[src/rtl/uart_tx_arb.sv]
// Round-robin arbiter sharing the UART TX FIFO write port between NREQ byte streams.
// A grant is held for a whole packet, bounded by a burst limit and an idle timeout.
module uart_tx_arb #(
  parameter int NREQ         = 4,
  parameter int MAX_BURST    = 64,
  parameter int HOLD_TIMEOUT = 16
) (
  input  logic              clk_i,
  input  logic              rstn_i,
  input  logic              enable_i,
  input  logic [NREQ-1:0]   req_valid_i,
  input  logic [8*NREQ-1:0] req_data_i,
  input  logic [NREQ-1:0]   req_last_i,
  output logic [NREQ-1:0]   req_ready_o,
  input  logic              fifo_full_i,
  output logic              fifo_wr_o,
  output logic [7:0]        fifo_wdata_o,
  output logic [NREQ-1:0]   grant_o,
  output logic              busy_o
);

  localparam int PW = $clog2(NREQ);
  localparam int BW = (MAX_BURST > 0) ? $clog2(MAX_BURST + 1) : 1;
  localparam int IW = $clog2(HOLD_TIMEOUT);
  localparam logic [BW-1:0] BURST_LAST = BW'((MAX_BURST > 0) ? MAX_BURST - 1 : 0);
  localparam logic [IW-1:0] IDLE_LAST  = IW'(HOLD_TIMEOUT - 1);

  typedef enum logic {IDLE, XFER} state_t;

  state_t          state;
  logic [NREQ-1:0] grant;
  logic [PW-1:0]   gidx;
  logic [PW-1:0]   rr_ptr;
  logic [BW-1:0]   burst_cnt;
  logic [IW-1:0]   idle_cnt;

  logic [PW-1:0]   cand;
  logic [PW-1:0]   pick_idx;
  logic            pick_found;
  logic            xfer;
  logic            g_valid;
  logic            g_last;
  logic            hs;
  logic            burst_hit;
  logic            timeout_hit;
  logic            rel;

  function automatic logic [PW-1:0] wrap_inc(input logic [PW-1:0] idx);
    if (int'(idx) == NREQ - 1)
      return '0;
    else
      return idx + PW'(1);
  endfunction

  // First valid requester at or above rr_ptr, wrapping modulo NREQ.
  always_comb begin
    pick_found = 1'b0;
    pick_idx   = '0;
    cand       = rr_ptr;
    for (int i = 0; i < NREQ; i++) begin
      if (!pick_found && req_valid_i[cand]) begin
        pick_found = 1'b1;
        pick_idx   = cand;
      end
      cand = wrap_inc(cand);
    end
  end

  assign xfer        = (state == XFER);
  assign g_valid     = xfer & req_valid_i[gidx];
  assign g_last      = req_last_i[gidx];
  assign hs          = g_valid & ~fifo_full_i;
  assign burst_hit   = (MAX_BURST != 0) && (burst_cnt == BURST_LAST);
  assign timeout_hit = xfer & ~req_valid_i[gidx] & (idle_cnt == IDLE_LAST);
  assign rel         = (hs & (g_last | burst_hit)) | timeout_hit;

  // Ready depends only on the grant and FIFO space, never on valid.
  assign req_ready_o  = (xfer & ~fifo_full_i) ? grant : '0;
  assign fifo_wr_o    = hs;
  assign fifo_wdata_o = hs ? req_data_i[{gidx, 3'b000} +: 8] : 8'h00;
  assign grant_o      = grant;
  assign busy_o       = xfer;

  always_ff @(posedge clk_i or negedge rstn_i) begin
    if (!rstn_i) begin
      state     <= IDLE;
      grant     <= '0;
      gidx      <= '0;
      rr_ptr    <= '0;
      burst_cnt <= '0;
      idle_cnt  <= '0;
    end else begin
      case (state)
        IDLE: begin
          if (enable_i && pick_found) begin
            state     <= XFER;
            grant     <= {{(NREQ-1){1'b0}}, 1'b1} << pick_idx;
            gidx      <= pick_idx;
            burst_cnt <= '0;
            idle_cnt  <= '0;
          end
        end
        XFER: begin
          if (rel) begin
            state  <= IDLE;
            grant  <= '0;
            rr_ptr <= wrap_inc(gidx);
          end else if (hs) begin
            burst_cnt <= burst_cnt + BW'(1);
            idle_cnt  <= '0;
          end else if (!req_valid_i[gidx]) begin
            idle_cnt <= idle_cnt + IW'(1);
          end
        end
        default: state <= IDLE;
      endcase
    end
  end

endmodule

[config.mk]
export PLATFORM = sky130hd
export DESIGN_NAME = uart_tx_arb
export DESIGN_NICKNAME = d
export VERILOG_FILES = /design/src/rtl/uart_tx_arb.sv
export SDC_FILE = /design/constraint.sdc
export NUM_CORES = 1
export LEC_CHECK = 0
export ABC_AREA = 1
export ABC_CLOCK_PERIOD_IN_PS = 3000
export CORE_MARGIN = 2
export CORE_UTILIZATION = 47
export DETAILED_ROUTE_END_ITERATION = 8
export GPL_TIMING_DRIVEN = 0
export PLACE_DENSITY = 0.82
export SLEW_MARGIN = 20
export SYNTH_ARGS = -nofsm -noshare
export SYNTH_HDL_FRONTEND = slang
export SYNTH_SLANG_ARGS = --single-unit
[constraint.sdc]
create_clock -name clk_i -period 3 [get_ports clk_i]
set_input_delay 0.9 -clock clk_i [delete_from_list [all_inputs] [get_ports clk_i]]
set_output_delay 0.9 -clock clk_i [all_outputs]
set_load 0.1 [all_outputs]
# Word level (Yosys, flattened, before mapping)
# Cells that the tools add are included.
# totals
ff_bits,20
inputBits,44
output_inout_bits,18
word_cells,94
# op_classes
add_sub_neg,6
order_cmp,5
n_eq_ne,11
n_shift,2
muxes,41
bitwise_logic,11
reduce_logical,12
# ops
cell,n
32-bit by 6-bit variable part select with 8-bit output,1
4-bit 2-to-1 mux,7
7-bit 2-to-1 mux,3
2-bit 2-to-1 mux,8
4-bit one-hot mux with 2 select lines,2
"2-bit by 3-bit < comparator with 1-bit output, second input constant",5
7-bit one-hot mux with 2 select lines,1
1-bit binary-select mux with 2-bit select,6
1-bit 2-to-1 mux,12
"2-bit by 1-bit adder with 2-bit output, second input constant",4
"2-bit by 1-bit == test with 1-bit output, second input constant",4
8-bit 2-to-1 mux,1
"7-bit by 1-bit adder with 7-bit output, second input constant",1
"7-bit by 6-bit == test with 1-bit output, second input constant",1
1-bit AND,6
2-bit AND reduction,3
3-bit AND reduction,2
"4-bit by 1-bit adder with 4-bit output, second input constant",1
"4-bit == test, second input constant",1
1-bit logical AND,4
"2-bit by 1-bit != test with 1-bit output, second input constant",2
"2-bit != test, second input constant",2
"1-bit by 2-bit left shift with 4-bit output, first input constant",1
1-bit logical NOT,3
4 further kinds,7

# Logic depth before layout (Yosys ltp)
# Gate-level depths: netlist of run 1.
# depth
ltp_word,15
ltp_mapped,13
depth_no_buf,13

# Worst setup path before layout of run 1
# Ideal clock, no wire load.
# synth_timing
path_type,register -> output
startpoint,"register state, in the netlist busy_o"
endpoint,output port fifo_wdata_o[0]
t_arrival_ps,3233
t_required_ps,2100
slack_ps,-1133
stages_incl_launch_ff,7
n_path_buf,0
path_cell_list,dfrtp_1 > inv_2 > nor2_1 > inv_2 > nor2_8 > inv_4 > a21oi_1
# synth_via
elab_chain_cells,3
# synth_rtl
element,line_no,rtl
from (decl),30,state_t state;
from (signal assigned),86,state <= IDLE;
from (signal assigned),96,state <= XFER;
from (signal assigned),105,state <= IDLE;
1-bit AND,70,assign g_valid = xfer & req_valid_i[gidx];
1-bit AND,72,assign hs = g_valid & ~fifo_full_i;
named net fifo_wr_o,16,"output logic fifo_wr_o,"
8-bit 2-to-1 mux,80,"assign fifo_wdata_o = hs ? req_data_i[{gidx, 3'b000} +: 8] : 8'h00;"
to (decl),17,"output logic [7:0] fifo_wdata_o,"
# The timed path passes the listed nets, and every way through them passes these cells.

# Worst setup path in the final report of run 1
# layout_timing
startpoint,input port req_data_i[5]
endpoint,output port fifo_wdata_o[5]
# layout_via
elab_chain_cells,2
# layout_rtl
element,line_no,rtl
from (decl),12,"input logic [8*NREQ-1:0] req_data_i,"
32-bit by 6-bit variable part select with 8-bit output,80,
8-bit 2-to-1 mux,80,
# Every way passes these cells.

==> run summary, run 1 <==
count leader, synth: nand2_1
wire per inst: 12.8 um
post-synth top area share: 0.271
fin. max-slew vios: 0
Syn Inst Count: 281
Critical Path Most Common Cell: nor2_1
vias in the first global route: 1944
# setup viols final: 0
P_sw: 1.89 mW
Total Neg Setup Slack: 0 ns
CP top delay family: buffers and inverters
Register Area: 503 um^2
Leak: 1.35 nW
Longest Clk Path Bufs: 2
Sink Count: 20
initial antenna violation count: 0
Synth Flop Type: dfrtp_1
Compound-Gate Fraction of Synth Area: 0.0991
area leader, netlist: dfrtp_1
IO Port Bufs: 61
Crit Path Max Fanout: 1
Hold Buf Count CTS: 0
post-DP HPWL: 3820 um
CTS tree: built
switching share of power: 0.601
final design utilization: 0.746
DP Worst Slack: -1.14 ns
Root Driver: clkbuf_8
Final #Nets: 400
Mapped Nets: 329
Comb pwr share: 0.788
crit-path max cell delay: 0.46 ns
post-synth cell types: 30
main area contributors after synthesis: dfrtp_1 27%, nand2_1 14%, nor2_1 9.8%
Slew @ Worst Pin: 0.975 ns
Worst EP required: 2.10 ns
mux cell area share after synthesis: 0
drt pass-1 iters: 4
Antenna Cells: 0
Layout Skew: 0.00456 ns
Final WS setup: 0.0621 ns
via count: 2049
Post-Synth Simple-Gate Area: 0.491
Die H: 66.6 um
Clk Latency, worst-skew pair: 0.26 ns
Min-Delay Path Class: reg -> reg
total power: 3.15 mW
grt ovf: 0
Startpoint Class: primary input
Placed Area: 2640 um^2
Filler Cells Inserted: 308
Total GRT Usage: 0.248
Iteration-0 DRC Markers: 69
CP arrival: 2.04 ns
pwr/cell area: 1140 nW/um^2
gp weighted congestion: 0.856
Total Wirelength: 5130 um
Flop pwr share: 0.152
Final min period: 2.94 ns
Post-synth EDFFs: 0
status: finished clean
period utilization: 0.979
count of final hold-check violations: 0
die width: 66.6 um
Avg Cell Area, Syn: 6.56 um^2
Via density: 5.14
row cnt: 22
core area: 3720 um^2
post-synthesis adder-cell area fraction: 0.0271
WP buf/inv: 2
fmax: 340 MHz
max-capacitance violation count: 0
first-pass GRT wire length: 8420 um
Post-synth top cells: 69 x nand2_1, 48 x nor2_1, 31 x nand3_1
CTS buffer count: 3
largest family of logic cells by synthesized area: simple AND/OR/NAND/NOR gates
multi-input logic area: 1310 um^2
largest net degree at the start of global routing: 21
Initial Util: 0.496
XOR/XNOR share of the synthesized area: 0.0285
Residual DRC: 0
register area share after synthesis: 0.271
I/O Pins: 62
P&R area growth vs syn: 50.3%
mapped cell area: 1840 um^2
FFs w/ async S/R, synth: 1.00
htree depth: 1
Worst IR Drop VDD: 0.902 mV
Clk pwr share: 0.059
internal power: 1.26 mW
fraction of layout cells with a size suffix above 1: 0.222
DIE AREA: 4440 um^2
Yosys reg bits: 20
post-route cell area: 2770 um^2
clock slew at reported path FFs: 0.08 ns
Slew HR: 0.348
Slowest cell on crit path: clkdlybuf4s50_1
critical setup path kind: in -> out
critical path cell sequence: clkdlybuf4s50_1 -> nor2_1 -> nor2_1 -> o21ai_0 -> a21oi_4 -> buf_8
crit path capture type: primary output
Syn. warnings: 0
Antenna Nets Post-Route: 0
==> what timing repair did <==
item / 4_1_cts / 5_1_grt
setup endpoints to repair: 13 / 8
setup buffers: 4 / 0
resized for setup: 92 / 10
pin swaps: 2 / 1
gates cloned: 1 / 0
==> layer usage <==
layer	track usage	vias up	wire (um)
met3	0.0439	7	477
met1	0.324	925	2260
met5	0	-	0
li1	-	1047	-
met4	0.0893	0	80
met2	0.410	70	2300
==> power groups by stage <==
stage	clock network, mW	registers [mW]	logic (mW)
6_report	0.187	0.480	2.48
5_1_grt	0.202	0.496	2.71
4_1_cts	0.191	0.477	2.47
3_5_place_dp	0	0.480	2.39
3_3_place_gp	0	0.479	2.35
2_1_floorplan	0	0.650	1.74
==> logic make-up after synthesis <==
kind of cell / count (synthesis)
and+or+nand+nor: 183
buffers and inverters: 35
AOI/OAI and AO/OA: 33
DFF: 20
xor gates and xnor gates: 6
adders and majority gates: 4
==> through the flow <==
| step | instances | hold slack, ns |
|---|---|---|
| 2_1_floorplan | 281 | 0.468 |
| 3_3_place_gp | 390 | 0.492 |
| 3_5_place_dp | 390 | 0.495 |
| 4_1_cts | 399 | 0.522 |
| 5_1_grt | 399 | 0.558 |
| 6_report | 399 | 0.525 |
==> worst paths after layout <==
check,cells past startpoint,to,slack (ns),from
setup / recovery,6,fifo_wdata_o[5],0.06,req_data_i[5]
hold / removal,2,grant_o[0],0.52,grant_o[0]
setup reg to reg,11,burst_cnt[1],0.88,rr_ptr[0]
hold reg to reg,2,grant_o[0],0.52,grant_o[0]
max in group asynchronous,1,gidx[0],1.25,rstn_i
min in group asynchronous,1,idle_cnt[3],1.14,rstn_i
==> area by class of cell <==
| type | instances | share of cell area |
|---|---|---|
| multi-input combinational | 226 | 0.473 |
| clock buffer | 4 | 0.0163 |
| timing repair inverter | 1 | 0.00316 |
| tap | 48 | 0.0217 |
| inverter | 27 | 0.0393 |
| sequential | 20 | 0.181 |
| timing repair buffer | 65 | 0.247 |
| buffer | 8 | 0.0185 |
==> layout by cell type (no fill, tap or decap), drive strengths merged <==
master | synthesis | layout
a21oi | 10 | 10
buf | 7 | 21
clkbuf | 1 | 5
clkdlybuf4s18 | 0 | 3
clkdlybuf4s50 | 0 | 43
dfrtp | 20 | 20
dlygate4sd2 | 0 | 5
ha | 4 | 4
inv | 27 | 28
nand2 | 83 | 83
nand3 | 35 | 35
nand3b | 3 | 3
nand4 | 4 | 4
nor2 | 53 | 53
nor3 | 5 | 5
o21a | 1 | 1
o21ai | 22 | 22
xor2 | 6 | 6
==> sequential cells by signal (all words and copies together) (netlist names) <==
register	count
busy_o	1
grant_o	4
idle_cnt	4
rr_ptr	2
gidx	2
burst_cnt	7
==> worst register-to-register path: cells and delay by family, from the launching register on <==
family / cells / cell delay, ns
fa+ha+maj: 1 / 0.44
simple gates: 7 / 0.59
buf+inv: 2 / 0.26
compound gates: 1 / 0.27
flops: 1 / 0.46
No activity file was read; power rests on OpenSTA's default activity.
==> run 2: changes to the inputs <==
--- a/config.mk
+++ b/config.mk
@@ -8,10 +8,10 @@
 export ABC_AREA = 1
 export ABC_CLOCK_PERIOD_IN_PS = 3000
 export CORE_MARGIN = 2
-export CORE_UTILIZATION = 47
+export CORE_UTILIZATION = 50
 export DETAILED_ROUTE_END_ITERATION = 8
 export GPL_TIMING_DRIVEN = 0
-export PLACE_DENSITY = 0.82
+export PLACE_DENSITY = 0.87
 export SLEW_MARGIN = 20
 export SYNTH_ARGS = -nofsm -noshare
 export SYNTH_HDL_FRONTEND = slang
==> run summary, run 2 (synthesis gave the netlist of run 1 again) <==
Reg with most FFs: burst_cnt
Min-Delay Path Class: reg -> reg
critical setup path kind: in -> out
IO Port Bufs: 61 (unchanged)
Crit Path Max Fanout: 1 (unchanged)
count of final hold-check violations: 0 (unchanged)
Worst EP required: 2.10 ns (about the same)
grt ovf: 0 (unchanged)
Root Driver: clkbuf_8
die width: 64.7 um (-2.9%)
Worst IR Drop VDD: 0.834 mV (-7.5%)
Sink Count: 20 (unchanged)
Placed Area: 2640 um^2 (unchanged)
P&R area growth vs syn: 50.2% (about the same)
CTS buffer count: 3 (unchanged)
Flop pwr share: 0.151 (about the same)
I/O Pins: 62 (unchanged)
Clk pwr share: 0.056 (-0.003)
CP arrival: 2.06 ns (+0.02 ns)
Comb pwr share: 0.793 (+0.005)
final design utilization: 0.768 (+0.0224)
Residual DRC: 0 (unchanged)
switching share of power: 0.604 (+0.00321)
Die H: 64.7 um (-2.9%)
Initial Util: 0.511 (+0.0152)
Cell Count, Final, Fillers Out: 397 (-0.50%)
Total GRT Usage: 0.264 (+0.0160)
status: finished clean
Clk Latency, worst-skew pair: 0.25 ns (about the same)
max FFs per register: 7 (unchanged)
vias in the first global route: 2048 (+5.3%)
Startpoint Class: primary input
# setup viols final: 0 (unchanged)
largest net degree at the start of global routing: 21 (unchanged)
Fin Hold WS: 0.509 ns (-0.0163 ns)
DP Worst Slack: -1.17 ns (-0.0304 ns)
Slew HR: 0.350 (+0.00229)
Layout Skew: 0.00288 ns (-0.00168 ns)
fmax: 338 MHz (-0.62%)
max-capacitance violation count: 0 (unchanged)
DIE AREA: 4190 um^2 (-5.6%)
Final min period: 2.96 ns (+0.0183 ns)
crit path capture type: primary output
period utilization: 0.985 (+0.00610)
Slew @ Worst Pin: 0.971 ns (-0.00342 ns)
htree depth: 1 (unchanged)
fin. max-slew vios: 0 (unchanged)
pwr/cell area: 1150 nW/um^2 (+0.89%)
RSZ-0062 raised after global routing: no
first-pass GRT wire length: 8780 um (+4.3%)
row cnt: 22 (unchanged)
initial antenna violation count: 0 (unchanged)
Via density: 5.21 (+1.4%)
most frequent cells in the layout: 65 x nand2_1, 48 x nor2_1, 43 x clkdlybuf4s50_1
post-route cell area: 2770 um^2 (about the same)
most common cell after layout, fill and taps aside: nand2_1
Leak: 1.34 nW (-0.52%)
Total Neg Setup Slack: 0 ns (unchanged)
total power: 3.18 mW (+0.85%)
gp weighted congestion: 0.885 (+3.5%)
core area: 3610 um^2 (-3.0%)
Longest Clk Path Bufs: 2 (unchanged)
internal power: 1.26 mW (about the same)
P_sw: 1.92 mW (+1.4%)
Antenna Nets Post-Route: 0 (unchanged)
via count: 2068 (+0.93%)
post-DP HPWL: 3950 um (+3.4%)
Hold Buf Count CTS: 0 (unchanged)
Iteration-0 DRC Markers: 83 (+20%)
Total Wirelength: 5350 um (+4.4%)
drt pass-1 iters: 4 (unchanged)
fraction of layout cells with a size suffix above 1: 0.218 (-0.00446)
Antenna Cells: 0 (unchanged)
Final WS setup: 0.0438 ns (-0.0183 ns)
clock slew at reported path FFs: 0.07 ns (about the same)
wire per inst: 13.5 um (+4.9%)
dpl cells: 390 (unchanged)
Final #Nets: 398 (-0.50%)
Filler Cells Inserted: 278 (-9.7%)
CTS tree: built
[run 2: cell count changes in the layout (fill, tap and decap cells not counted), sizes merged]
cell  before  now
buf       21   19
[run 2: worst paths after layout]
path	startpoint	to	slack, ns	cells past startpoint
hold / removal	idle_cnt[1]	idle_cnt[1]	0.51	2
max in group asynchronous	rstn_i	gidx[0]	1.24	1
min in group asynchronous	rstn_i	burst_cnt[5]	1.15	1
setup / recovery	req_data_i[0]	fifo_wdata_o[0]	0.04	6
setup reg to reg	rr_ptr[0]	burst_cnt[1]	0.87	11
hold reg to reg	idle_cnt[1]	idle_cnt[1]	0.51	2
[run 2: per-layer routing]
layer  up-vias  track usage  routed length (um)
met3         6       0.0521                 373
li1       1041            -                   -
met5         -            0                   0
met4         0       0.0771                  59
met1       945        0.313                2430
met2        76        0.479                2490
[run 2: worst max-delay path, stage by stage]
cell             delay (ns)
clkdlybuf4s50_1        0.46
nor2_1                 0.04
nor2_1                 0.10
o21ai_0                0.16
a21oi_4                0.21
buf_12                 0.19
[run 2: area by class of cell]
cell class	instances	area, um^2	area share
plain buffers	8	51.3	0.0185
repair inverters	1	8.76	0.00316
flip-flops and latches	20	503	0.182
well taps	48	60.1	0.0217
inverters	27	109	0.0393
multi-input cells	226	1310	0.473
clock buffers	4	45.0	0.0163
repair buffers	63	682	0.246
[run 2: power by group through the flow]
stage                     registers (mW)  logic [mW]  clock network (mW)
final                              0.479        2.52               0.179
after CTS                          0.479        2.50               0.181
after global placement             0.478        2.35                   0
after detailed placement           0.481        2.40                   0
after floorplan                    0.650        1.74                   0
after global routing               0.496        2.73               0.192
[run 2: what timing repair did]
item,CTS,global route
cloned,1,0
setup buffers,2,0
pin swaps,2,0
endpoints found under the setup margin,13,4
resized for setup,100,5
==> run 3: changes to the inputs <==
--- a/config.mk
+++ b/config.mk
@@ -12,6 +12,7 @@
 export DETAILED_ROUTE_END_ITERATION = 8
 export GPL_TIMING_DRIVEN = 0
 export PLACE_DENSITY = 0.87
+export RECOVER_POWER = 50
 export SLEW_MARGIN = 20
 export SYNTH_ARGS = -nofsm -noshare
 export SYNTH_HDL_FRONTEND = slang
==> run summary, run 3 (synthesis gave the netlist of run 1 again) <==
status: finished clean
Worst IR Drop VDD: 0.834 mV (about the same)
RR Startpoint: rr_ptr[0]
Reg with most FFs: burst_cnt
crit path capture type: primary output
Worst EP required: 2.10 ns (about the same)
gp weighted congestion: 0.885 (unchanged)
Antenna Cells: 0 (unchanged)
Hold Buf Count CTS: 0 (unchanged)
Total Wirelength: 5360 um (about the same)
max-capacitance violation count: 0 (unchanged)
RSZ-0062 raised after global routing: no
largest net degree at the start of global routing: 21 (unchanged)
first-pass GRT wire length: 8780 um (unchanged)
vias in the first global route: 2048 (unchanged)
fraction of layout cells with a size suffix above 1: 0.201 (-0.0172)
wire per inst: 13.5 um (about the same)
most common cell after layout, fill and taps aside: nand2_1
CTS tree: built
Final min period: 2.95 ns (-0.00973 ns)
Crit Path Max Fanout: 1 (unchanged)
Die H: 64.7 um (unchanged)
Residual DRC: 0 (unchanged)
pwr/cell area: 1150 nW/um^2 (about the same)
Clk Latency, worst-skew pair: 0.25 ns (about the same)
CP arrival: 2.05 ns (about the same)
Sink Count: 20 (unchanged)
internal power: 1.24 mW (-1.3%)
htree depth: 1 (unchanged)
P_sw: 1.90 mW (-0.72%)
most frequent cells in the layout: 67 x nand2_1, 49 x nor2_1, 42 x clkdlybuf4s50_1
die width: 64.7 um (unchanged)
Min-Delay Path Class: reg -> reg
Clk pwr share: 0.056 (about the same)
hold wc startpoint: idle_cnt[1]
Leak: 1.34 nW (-0.40%)
Placed Area: 2640 um^2 (unchanged)
Antenna Nets Post-Route: 0 (unchanged)
CP Launch Point: req_data_i[0]
post-route cell area: 2750 um^2 (-0.90%)
Startpoint Class: primary input
row cnt: 22 (unchanged)
FF-to-FF path depth: 11 (unchanged)
via count: 2087 (+0.92%)
initial antenna violation count: 0 (unchanged)
core area: 3610 um^2 (unchanged)
CTS buffer count: 3 (unchanged)
max FFs per register: 7 (unchanged)
Longest Clk Path Bufs: 2 (unchanged)
switching share of power: 0.605 (+0.00131)
# setup viols final: 0 (unchanged)
Iteration-0 DRC Markers: 82 (-1.2%)
final design utilization: 0.761 (-0.00694)
Slew HR: 0.350 (about the same)
dpl cells: 390 (unchanged)
fin. max-slew vios: 0 (unchanged)
P&R area growth vs syn: 48.8%
fmax: 339 MHz (+0.33%)
Register Area: 503 um^2 (unchanged)
Total GRT Usage: 0.264 (unchanged)
Filler Cells Inserted: 284 (+2.2%)
IO Port Bufs: 61 (unchanged)
Flop pwr share: 0.153 (+0.002)
DIE AREA: 4190 um^2 (unchanged)
Cell Count, Final, Fillers Out: 397 (unchanged)
Comb pwr share: 0.791 (-0.002)
count of final hold-check violations: 0 (unchanged)
multi-input logic area: 1290 um^2 (-1.6%)
Final #Nets: 398 (unchanged)
period utilization: 0.982 (-0.00324)
post-DP HPWL: 3950 um (unchanged)
grt ovf: 0 (unchanged)
critical setup path kind: in -> out
Layout Skew: 0.00108 ns (-0.00180 ns)
Slew @ Worst Pin: 0.971 ns (+0.000000298 ns)
I/O Pins: 62 (unchanged)
Via density: 5.26 (+0.92%)
Initial Util: 0.511 (unchanged)
clock slew at reported path FFs: 0.07 ns (about the same)
Worst Hold Depth: 2 (unchanged)
drt pass-1 iters: 4 (unchanged)
Root Driver: clkbuf_8
==> run 3: cell types whose count changed in the layout (fill, tap and decap cells not counted), sizes merged <==
cell           delta
buf               -1
clkbuf            +1
dlygate4sd3       +1
clkdlybuf4s50     -1
==> run 3: path summary, 6_finish.rpt <==
path                                        end  slack, ns
max in group asynchronous                busy_o       1.15
min in group asynchronous          burst_cnt[5]       1.22
worst min register to register      idle_cnt[1]       0.51
worst max-delay path            fifo_wdata_o[0]       0.05
worst min-delay path                idle_cnt[1]       0.51
worst max register to register       grant_o[1]       0.62
==> run 3: per-layer routing <==
| layer | part of all wire | track usage | vias to the layer above | wire length (um) |
|---|---|---|---|---|
| met5 | 0 | 0 | - | 0 |
| met3 | 0.080 | 0.0521 | 8 | 428 |
| met2 | 0.47 | 0.479 | 83 | 2490 |
| met4 | 0.012 | 0.0771 | 0 | 63 |
| li1 | - | - | 1041 | - |
| met1 | 0.44 | 0.313 | 955 | 2370 |
==> run 3: through the flow <==
step / total power [mW] / setup WS, ns / TNS [ns] / hold WS (ns)
5_1_grt: 3.39 / 0.00105 / 0 / 0.556
2_1_floorplan: 2.39 / -0.259 / -1.68 / 0.468
3_3_place_gp: 2.83 / -1.14 / -12.52 / 0.487
4_1_cts: 3.16 / 0.0429 / 0 / 0.510
3_5_place_dp: 2.88 / -1.17 / -12.83 / 0.493
6_report: 3.15 / 0.0535 / 0 / 0.507
==> run 3: final cells by class <==
cell class | count | area share
timing repair buffer | 63 | 0.247
sequential | 20 | 0.183
multi-input combinational | 226 | 0.470
inverter | 27 | 0.0397
timing repair inverter | 1 | 0.00319
clock buffer | 4 | 0.0164
tap | 48 | 0.0219
buffer | 8 | 0.0187
==> run 3: power by group through the flow <==
stage               sequential, mW  clock (mW)  combinational, mW
global placement             0.478           0               2.35
finish                       0.480       0.177               2.49
global route                 0.496       0.192               2.70
CTS                          0.479       0.181               2.50
floorplan                    0.650           0               1.74
detailed placement           0.481           0               2.40
==> run 3: timing repair <==
| item | CTS | global route |
|---|---|---|
| pin swaps | 2 | 0 |
| gates cloned | 1 | 0 |
| hold endpoints to repair | 0 | 0 |
| buffers inserted | 2 | 0 |
| gates resized for setup | 100 | 5 |
| setup endpoints to repair | 13 | 4 |
==> run 3: critical path, stage by stage <==
cell and delay, ns:
clkdlybuf4s50_1 0.45, nor2_1 0.04, nor2_1 0.10, o21ai_0 0.16
a21oi_4 0.20, buf_12 0.19
